### config.mk
export PLATFORM = sky130hd
export DESIGN_NAME = wb_biquad_coeff_loader
export DESIGN_NICKNAME = d
export VERILOG_FILES = /design/src/rtl/wb_biquad_coeff_loader.sv
export SDC_FILE = /design/constraint.sdc
export NUM_CORES = 1
export LEC_CHECK = 0
export ABC_AREA = 0
export CAP_MARGIN = 20
export CORE_MARGIN = 3
export CORE_UTILIZATION = 44
export CTS_BUF_LIST = sky130_fd_sc_hd__clkbuf_8
export DETAILED_ROUTE_END_ITERATION = 6
export PLACE_DENSITY = 0.83
export SYNTH_ARGS = -nofsm -noshare
export SYNTH_HDL_FRONTEND = slang
export SYNTH_SLANG_ARGS = --single-unit
export TNS_END_PERCENT = 30
### constraint.sdc
create_clock -name wb_clk_i -period 3.3 [get_ports wb_clk_i]
set_input_delay 0.66 -clock wb_clk_i [delete_from_list [all_inputs] [get_ports wb_clk_i]]
set_output_delay 0.66 -clock wb_clk_i [all_outputs]
set_load 0.05 [all_outputs]
### src/rtl/wb_biquad_coeff_loader.sv
// Wishbone coefficient loader for the biquad chain.
// Burst-reads NUM_WORDS words from the coefficient BRAM into the biquad
// shadow bank, then commits the bank with a one-cycle swap pulse on a
// sample boundary so no filter computation sees a half-loaded set.
// Optional feature macro: COEFF_LOADER_TIMEOUT_EN (ack watchdog + load_error).
//
// state     | meaning
// ----------+-----------------------------------------------------------
// IDLE      | no transfer; waiting for a load request
// REQ       | wishbone burst active, one shadow write per ack
// WAIT_SWAP | bank fully written; waiting for sample_strobe, then swap
module wb_biquad_coeff_loader #(
    parameter int ADR_W          = 9,
    parameter int DAT_W          = 64,
    parameter int NUM_WORDS      = 10,
    parameter int BASE_ADR       = 0,
    parameter int IDX_W          = 4,
    parameter int TIMEOUT_CYCLES = 255
) (
    input  logic             wb_clk_i,
    input  logic             wb_rst_i,
    input  logic             load_new_coefficients,
    input  logic             sample_strobe,
    output logic             coeff_wbm_cyc_o,
    output logic             coeff_wbm_stb_o,
    output logic [ADR_W-1:0] coeff_wbm_adr_o,
    input  logic [DAT_W-1:0] coeff_wbm_dat_i,
    input  logic             coeff_wbm_ack_i,
    output logic             coeff_wr_en,
    output logic [IDX_W-1:0] coeff_wr_idx,
    output logic [DAT_W-1:0] coeff_wr_dat,
    output logic             coeff_swap,
    output logic             done_loading,
    output logic             busy,
    output logic             load_error
);

    localparam logic [ADR_W-1:0] BASE     = ADR_W'(BASE_ADR);
    localparam logic [IDX_W-1:0] LAST_IDX = IDX_W'(NUM_WORDS - 1);

    // Reject parameter sets the index counter or watchdog cannot represent.
    if (NUM_WORDS < 2 || (2 ** IDX_W) < NUM_WORDS || TIMEOUT_CYCLES < 1) begin : g_bad_params
        $error("wb_biquad_coeff_loader: invalid parameter combination");
    end

    typedef enum logic [1:0] {IDLE, REQ, WAIT_SWAP} state_t;

    state_t             state_q, state_d;
    logic               cyc_q, cyc_d;
    logic [ADR_W-1:0]   adr_q, adr_d;
    logic [IDX_W-1:0]   cnt_q, cnt_d;
    logic               wr_en_q, wr_en_d;
    logic [IDX_W-1:0]   wr_idx_q, wr_idx_d;
    logic [DAT_W-1:0]   wr_dat_q, wr_dat_d;
    logic               swap_q, swap_d;
    logic               pend_q, pend_d;
    logic               busy_q, busy_d;
    logic               start;

`ifdef COEFF_LOADER_TIMEOUT_EN
    localparam int WD_W = (TIMEOUT_CYCLES > 1) ? $clog2(TIMEOUT_CYCLES) : 1;
    localparam logic [WD_W-1:0] WD_RELOAD = WD_W'(TIMEOUT_CYCLES - 1);
    logic [WD_W-1:0] wd_q, wd_d;
    logic            err_q, err_d;
`endif

    // Register every output and all control state; reset releases to IDLE.
    always_ff @(posedge wb_clk_i or posedge wb_rst_i) begin
        if (wb_rst_i) begin
            state_q  <= IDLE;
            cyc_q    <= 1'b0;
            adr_q    <= BASE;
            cnt_q    <= '0;
            wr_en_q  <= 1'b0;
            wr_idx_q <= '0;
            wr_dat_q <= '0;
            swap_q   <= 1'b0;
            pend_q   <= 1'b0;
            busy_q   <= 1'b0;
`ifdef COEFF_LOADER_TIMEOUT_EN
            wd_q     <= WD_RELOAD;
            err_q    <= 1'b0;
`endif
        end else begin
            state_q  <= state_d;
            cyc_q    <= cyc_d;
            adr_q    <= adr_d;
            cnt_q    <= cnt_d;
            wr_en_q  <= wr_en_d;
            wr_idx_q <= wr_idx_d;
            wr_dat_q <= wr_dat_d;
            swap_q   <= swap_d;
            pend_q   <= pend_d;
            busy_q   <= busy_d;
`ifdef COEFF_LOADER_TIMEOUT_EN
            wd_q     <= wd_d;
            err_q    <= err_d;
`endif
        end
    end

    // Next-state and next-output logic. The swap cycle itself is spent in
    // WAIT_SWAP so a request arriving there still counts as pending.
    always_comb begin
        state_d  = state_q;
        cyc_d    = cyc_q;
        adr_d    = adr_q;
        cnt_d    = cnt_q;
        wr_en_d  = 1'b0;
        wr_idx_d = wr_idx_q;
        wr_dat_d = wr_dat_q;
        swap_d   = 1'b0;
        pend_d   = pend_q;
        start    = 1'b0;
`ifdef COEFF_LOADER_TIMEOUT_EN
        wd_d     = wd_q;
        err_d    = 1'b0;
`endif
        case (state_q)
            IDLE: begin
                if (load_new_coefficients) start = 1'b1;
            end
            REQ: begin
                if (load_new_coefficients) pend_d = 1'b1;
                if (coeff_wbm_ack_i) begin
                    wr_en_d  = 1'b1;
                    wr_idx_d = cnt_q;
                    wr_dat_d = coeff_wbm_dat_i;
`ifdef COEFF_LOADER_TIMEOUT_EN
                    wd_d     = WD_RELOAD;
`endif
                    if (cnt_q == LAST_IDX) begin
                        cyc_d   = 1'b0;
                        state_d = WAIT_SWAP;
                    end else begin
                        adr_d = adr_q + 1'b1;
                        cnt_d = cnt_q + 1'b1;
                    end
                end
`ifdef COEFF_LOADER_TIMEOUT_EN
                else if (wd_q == '0) begin
                    cyc_d   = 1'b0;
                    err_d   = 1'b1;
                    pend_d  = 1'b0;
                    state_d = IDLE;
                end else begin
                    wd_d = wd_q - 1'b1;
                end
`endif
            end
            WAIT_SWAP: begin
                if (load_new_coefficients) pend_d = 1'b1;
                if (swap_q) begin
                    if (pend_d) start = 1'b1;
                    else        state_d = IDLE;
                end else if (sample_strobe) begin
                    swap_d = 1'b1;
                end
            end
            default: state_d = IDLE;
        endcase
        if (start) begin
            state_d = REQ;
            cyc_d   = 1'b1;
            adr_d   = BASE;
            cnt_d   = '0;
            pend_d  = 1'b0;
`ifdef COEFF_LOADER_TIMEOUT_EN
            wd_d    = WD_RELOAD;
`endif
        end
        busy_d = (state_d != IDLE);
    end

    assign coeff_wbm_cyc_o = cyc_q;
    assign coeff_wbm_stb_o = cyc_q;
    assign coeff_wbm_adr_o = adr_q;
    assign coeff_wr_en     = wr_en_q;
    assign coeff_wr_idx    = wr_idx_q;
    assign coeff_wr_dat    = wr_dat_q;
    assign coeff_swap      = swap_q;
    assign done_loading    = swap_q;
    assign busy            = busy_q;
`ifdef COEFF_LOADER_TIMEOUT_EN
    assign load_error      = err_q;
`else
    assign load_error      = 1'b0;
`endif

endmodule

After elaboration in Yosys (flattened, before gate mapping)
Index checks and enable logic that the tools add are counted. Widths: inputs -> output; s select.

Register bits: 88. Input bits: 69. Output and inout port bits: 84.

Add/sub/neg operators: 2. Equality and inequality tests: 4. Multiplexer cells: 31. Reduce and logical (&&, ||, !) cells: 9.

Operators by type and width (number): $mux 9 (4); $mux 4 (4); $mux 1 (15); $mux 2 (5); $add 9x1->9 const B (1); $reduce_bool 2->1 (4); $pmux 2 s3 (1); $reduce_and 3->1 (2); $add 4x1->4 const B (1); $eq 4x4->1 const B (1); $pmux 1 s2 (2); $reduce_bool 3->1 (1); $eq 2x1->1 const B (1); $eq 2x2->1 const B (1); $logic_not 2->1 (1); $ne 2x2->1 const B (1); $reduce_and 2->1 (1).

Logic depth before layout (Yosys ltp)
Word-level depth: 7. Depth in mapped cells: 9. Mapped depth without buffers: 6.

Worst setup path before layout
OpenSTA, ideal clock, no wires.

Path type: reg2reg. Start point: register swap_q (netlist: coeff_swap). End point: register adr_q[1] (netlist: coeff_wbm_adr_o[1]). Arrival: 1.504 ns. Slack: 1.675 ns. Cell stages (with the launch flop): 5. Period minus slack after synthesis: 1.625 ns. Cells stage by stage: dfrtp_1 -> inv_1 -> a211oi_2 -> nor2_1 -> a22o_1.

Cells in the longest elaborated chain, start to end: 4.

RTL lines: from (decl) (line 55) `logic swap_q, swap_d;`; from (signal assigned) (line 92) `swap_q <= swap_d;`; $mux 1 * (line 153) `if (swap_q) begin`; $pmux 1 s2 * (line 119) `case (state_q)`; $ne 2x2->1 (no line) or $reduce_bool 2->1 (tied branches); $reduce_and 3->1 (no line); to (signal assigned) (line 87) `adr_q <= adr_d;`; to (decl) (line 50) `logic [ADR_W-1:0] adr_q, adr_d;`.

Every way passes the cells marked *; elsewhere a longest branch is shown, timed or not. A chain may end at the register's enable or synchronous reset.

Worst setup path after layout
Start point: input port coeff_wbm_ack_i. End point: register adr_q[8] (netlist: coeff_wbm_adr_o[8]).

Cells in the longest elaborated chain, start to end: 2.

RTL lines: from (decl) (line 28) `input logic coeff_wbm_ack_i,`; $reduce_bool 2->1 (no line); $reduce_and 3->1 (no line).

No other way between the ends.

==> flow_metrics.tcl <==
set metrics [dict create \
    routabilityCongestion 0.804 \
    syn_area_um2 3560 \
    path_clk_slew_ps 80 \
    worst_pin_slew_ps 576 \
    grt_overflow 0 \
    synthFlopType "dfrtp_1" \
    io_buffers 151 \
    p_sw_frac 0.471 \
    core_area_um2 7810 \
    track_usage 0.192 \
    layout_min_cycle_time_ps 2450 \
    cts_setup_buffers 0 \
    slew_headroom 0.616 \
    synth_top_area_frac 0.618 \
    antenna_left 0 \
    grt_first_pass_wirelength_mm 13.8 \
    finClkSkew_ps 10.2 \
    synth_area_leader_cell "dfrtp_1" \
    firstDrtPassIters 4 \
    drv_cap 0 \
    cts_resized 0 \
    area_delta_synth_final_pct 50.5 \
    power_switching_mw 2.57 \
    power_leakage_nw 2.60 \
    power_density_nw_per_um2 1020 \
    ys_types 36 \
    drive_gt1_frac 0.0468 \
    root_buffer "clkbuf_8" \
    ys.warnings.count 0 \
    path_cells "clkdlybuf4s50_1, nand3b_4, inv_4, nand3_4, or3_1, a21oi_1" \
    n_fill_cell 628 \
    vias 3021 \
    preCtsSetupSlack_ps 448 \
    wl_per_cell_um 13.9 \
    synthTopCellsByArea "dfrtp_1 62%, nand2_1 22%, buf_2 1.3%" \
    hold_violations 0 \
    p_int_mw 2.89 \
    dp_hpwl_mm 6.39 \
    syn_avg_cell_area_um2 9.28 \
    rsz0062_at_grt "false" \
    critPathCaptureType "flop" \
    finalNetCount 601 \
    ys_seq_area_frac 0.618 \
    rows 32 \
    synth-edff-count 0 \
    min_path_type "flop to flop" \
    synthCells 384 \
    worst-setup-path-type "primary input to flop" \
    clockPowerShare 0.163 \
    viasPerCell 4.75 \
    fin_crit_sh 0.743 \
    start_util 0.456 \
    htreeDepth 3 \
    synthArstFlopShare 1.00 \
    critPathBufInv 2 \
    die_area_um2 9210 \
    whs_ps 479 \
    critPathArrivalTime_ps 2720 \
    outcome "completed" \
    clkSinkCount 88 \
    cts_tree "done" \
    ys_ff_latch 88 \
    grt_pass1_vias 2971 \
    route.detailed.drc 0 \
    antenna_found_initial 0 \
    clk_latency_ps 340 \
    critical_path_required_ps 3570 \
    vdd_drop_max_mv 0.551 \
    start_kind "primary input" \
    fin_tns_setup_ps 0 \
    slowest_delay_ps 530 \
    syn_nets 456 \
    die_height_um 96.0 \
    diodes 0 \
    finalSetupViolCount 0 \
    setup_slack_ps 850 \
    fmax_mhz 408 \
    die_w_um 96.0 \
    slew_violations 0 \
    power_frac_comb 0.519 \
    totalWireLength_mm 8.86 \
    cts_hold_buffers 0 \
    io_pins 153 \
    pwr-share-seq 0.317 \
    cts.path.max_buffers 2 \
    grt_max_degree 57 \
    detail_route.iter0.violations 69 \
    cp_max_fo 41 \
    cts_buffers 9 \
    cpLargestDelayFamily "buffers and inverters" \
    cpMaxStageDelayCell "clkdlybuf4s50_1" \
]
## tightest hold or removal path, cell delays in order (launching register included)
cell	delay, ps
dfrtp_1	340
nand2_1	50
nand2_1	60
## final timing paths
check | depth (start not counted) | slack, ps | startpoint | to
worst max register to register | 5 | 1110 | state_q[1]$_DFF_PP0_ | coeff_wbm_adr_o[8]$_DFFE_PP0P_
worst min-delay path | 2 | 480 | coeff_wr_dat[9]$_DFFE_PP0P_ | coeff_wr_dat[9]$_DFFE_PP0P_
min in group asynchronous | 2 | 670 | wb_rst_i | coeff_wr_dat[15]$_DFFE_PP0P_
worst min register to register | 2 | 480 | coeff_wr_dat[9]$_DFFE_PP0P_ | coeff_wr_dat[9]$_DFFE_PP0P_
worst max-delay path | 6 | 850 | coeff_wbm_ack_i | coeff_wbm_adr_o[8]$_DFFE_PP0P_
max in group asynchronous | 3 | 1920 | wb_rst_i | coeff_wbm_adr_o[7]$_DFFE_PP0P_
## placed cells by master, fill, tap and decap left out, types with 2 or more instances in the layout
cell               n
nand3b_1           2
bufinv_16          3
o21ai_0            4
nor2_1            10
clkinv_2           2
xor2_1             4
nand3_1            5
buf_4              3
or3_1              2
ha_1               3
nand2_1          213
a21oi_1            5
clkdlybuf4s50_1  151
inv_1              3
nand4_1            4
dfrtp_1           88
clkbuf_8          10
## sequential cells by signal, summed over array words and instances, names as in the netlist
name,cells
pend_q,1
busy,1
coeff_swap,1
coeff_wbm_cyc_o,1
state_q,2
cnt_q,4
coeff_wr_en,1
coeff_wbm_adr_o,9
coeff_wr_idx,4
coeff_wr_dat,64
## layout make-up
class	instances	area, um2	area share
tap	102	128	0.0238
clock buffer	10	138	0.0257
sequential	88	2200	0.411
inverter	4	18.8	0.00350
multi-input combinational	271	1210	0.227
clock inverter	6	108	0.0201
timing repair buffer	155	1550	0.290
## per-stage QoR
step           power, mW  cell area [um2]   util  instances
6_report            5.46             5360  0.687        636
3_3_place_gp        4.55             5120  0.655        620
5_1_grt             5.75             5360  0.687        636
2_1_floorplan       3.63             3560      -        384
4_1_cts             5.51             5360  0.687        636
3_5_place_dp        4.61             5120  0.655        620
## power groups by stage
stage / clock (mW) / combinational, mW / sequential (mW)
after floorplan: 0 / 0.689 / 2.94
after global placement: 0 / 2.81 / 1.73
after detailed placement: 0 / 2.86 / 1.75
after CTS: 0.913 / 2.86 / 1.73
after global routing: 0.958 / 3.00 / 1.79
final: 0.892 / 2.83 / 1.73
## synthesized netlist by cell type, drive strengths merged, types with 2 or more instances
master / number
o21ai: 4
nand2: 213
nand3b: 3
a21oi: 5
dfrtp: 88
buf: 16
nor2: 10
clkbuf: 5
ha: 3
nand3: 6
xor2: 4
inv: 4
nand4: 4
or3: 2
## metal layers
layer / track usage / share of wire / wire [um] / vias to the layer above
li1: - / - / - / 1485
met1: 0.245 / 0.42 / 3750 / 1402
met2: 0.318 / 0.48 / 4230 / 120
met3: 0.0438 / 0.078 / 694 / 14
met4: 0.0746 / 0.021 / 189 / 0
met5: 0 / 0 / 0 / -
## cells by family (layout without fill, tap and decap cells)
family,after synthesis,count (layout),synth area share
simple gates,244,244,0.282
flops,88,88,0.618
buf+inv,25,175,0.0407
compound gates,17,17,0.0323
xor+xnor,5,5,0.0123
fa+ha+maj,3,3,0.0105
other cells,1,1,0.00105
mux,1,1,0.00281
(Power assumes the default switching activity.)
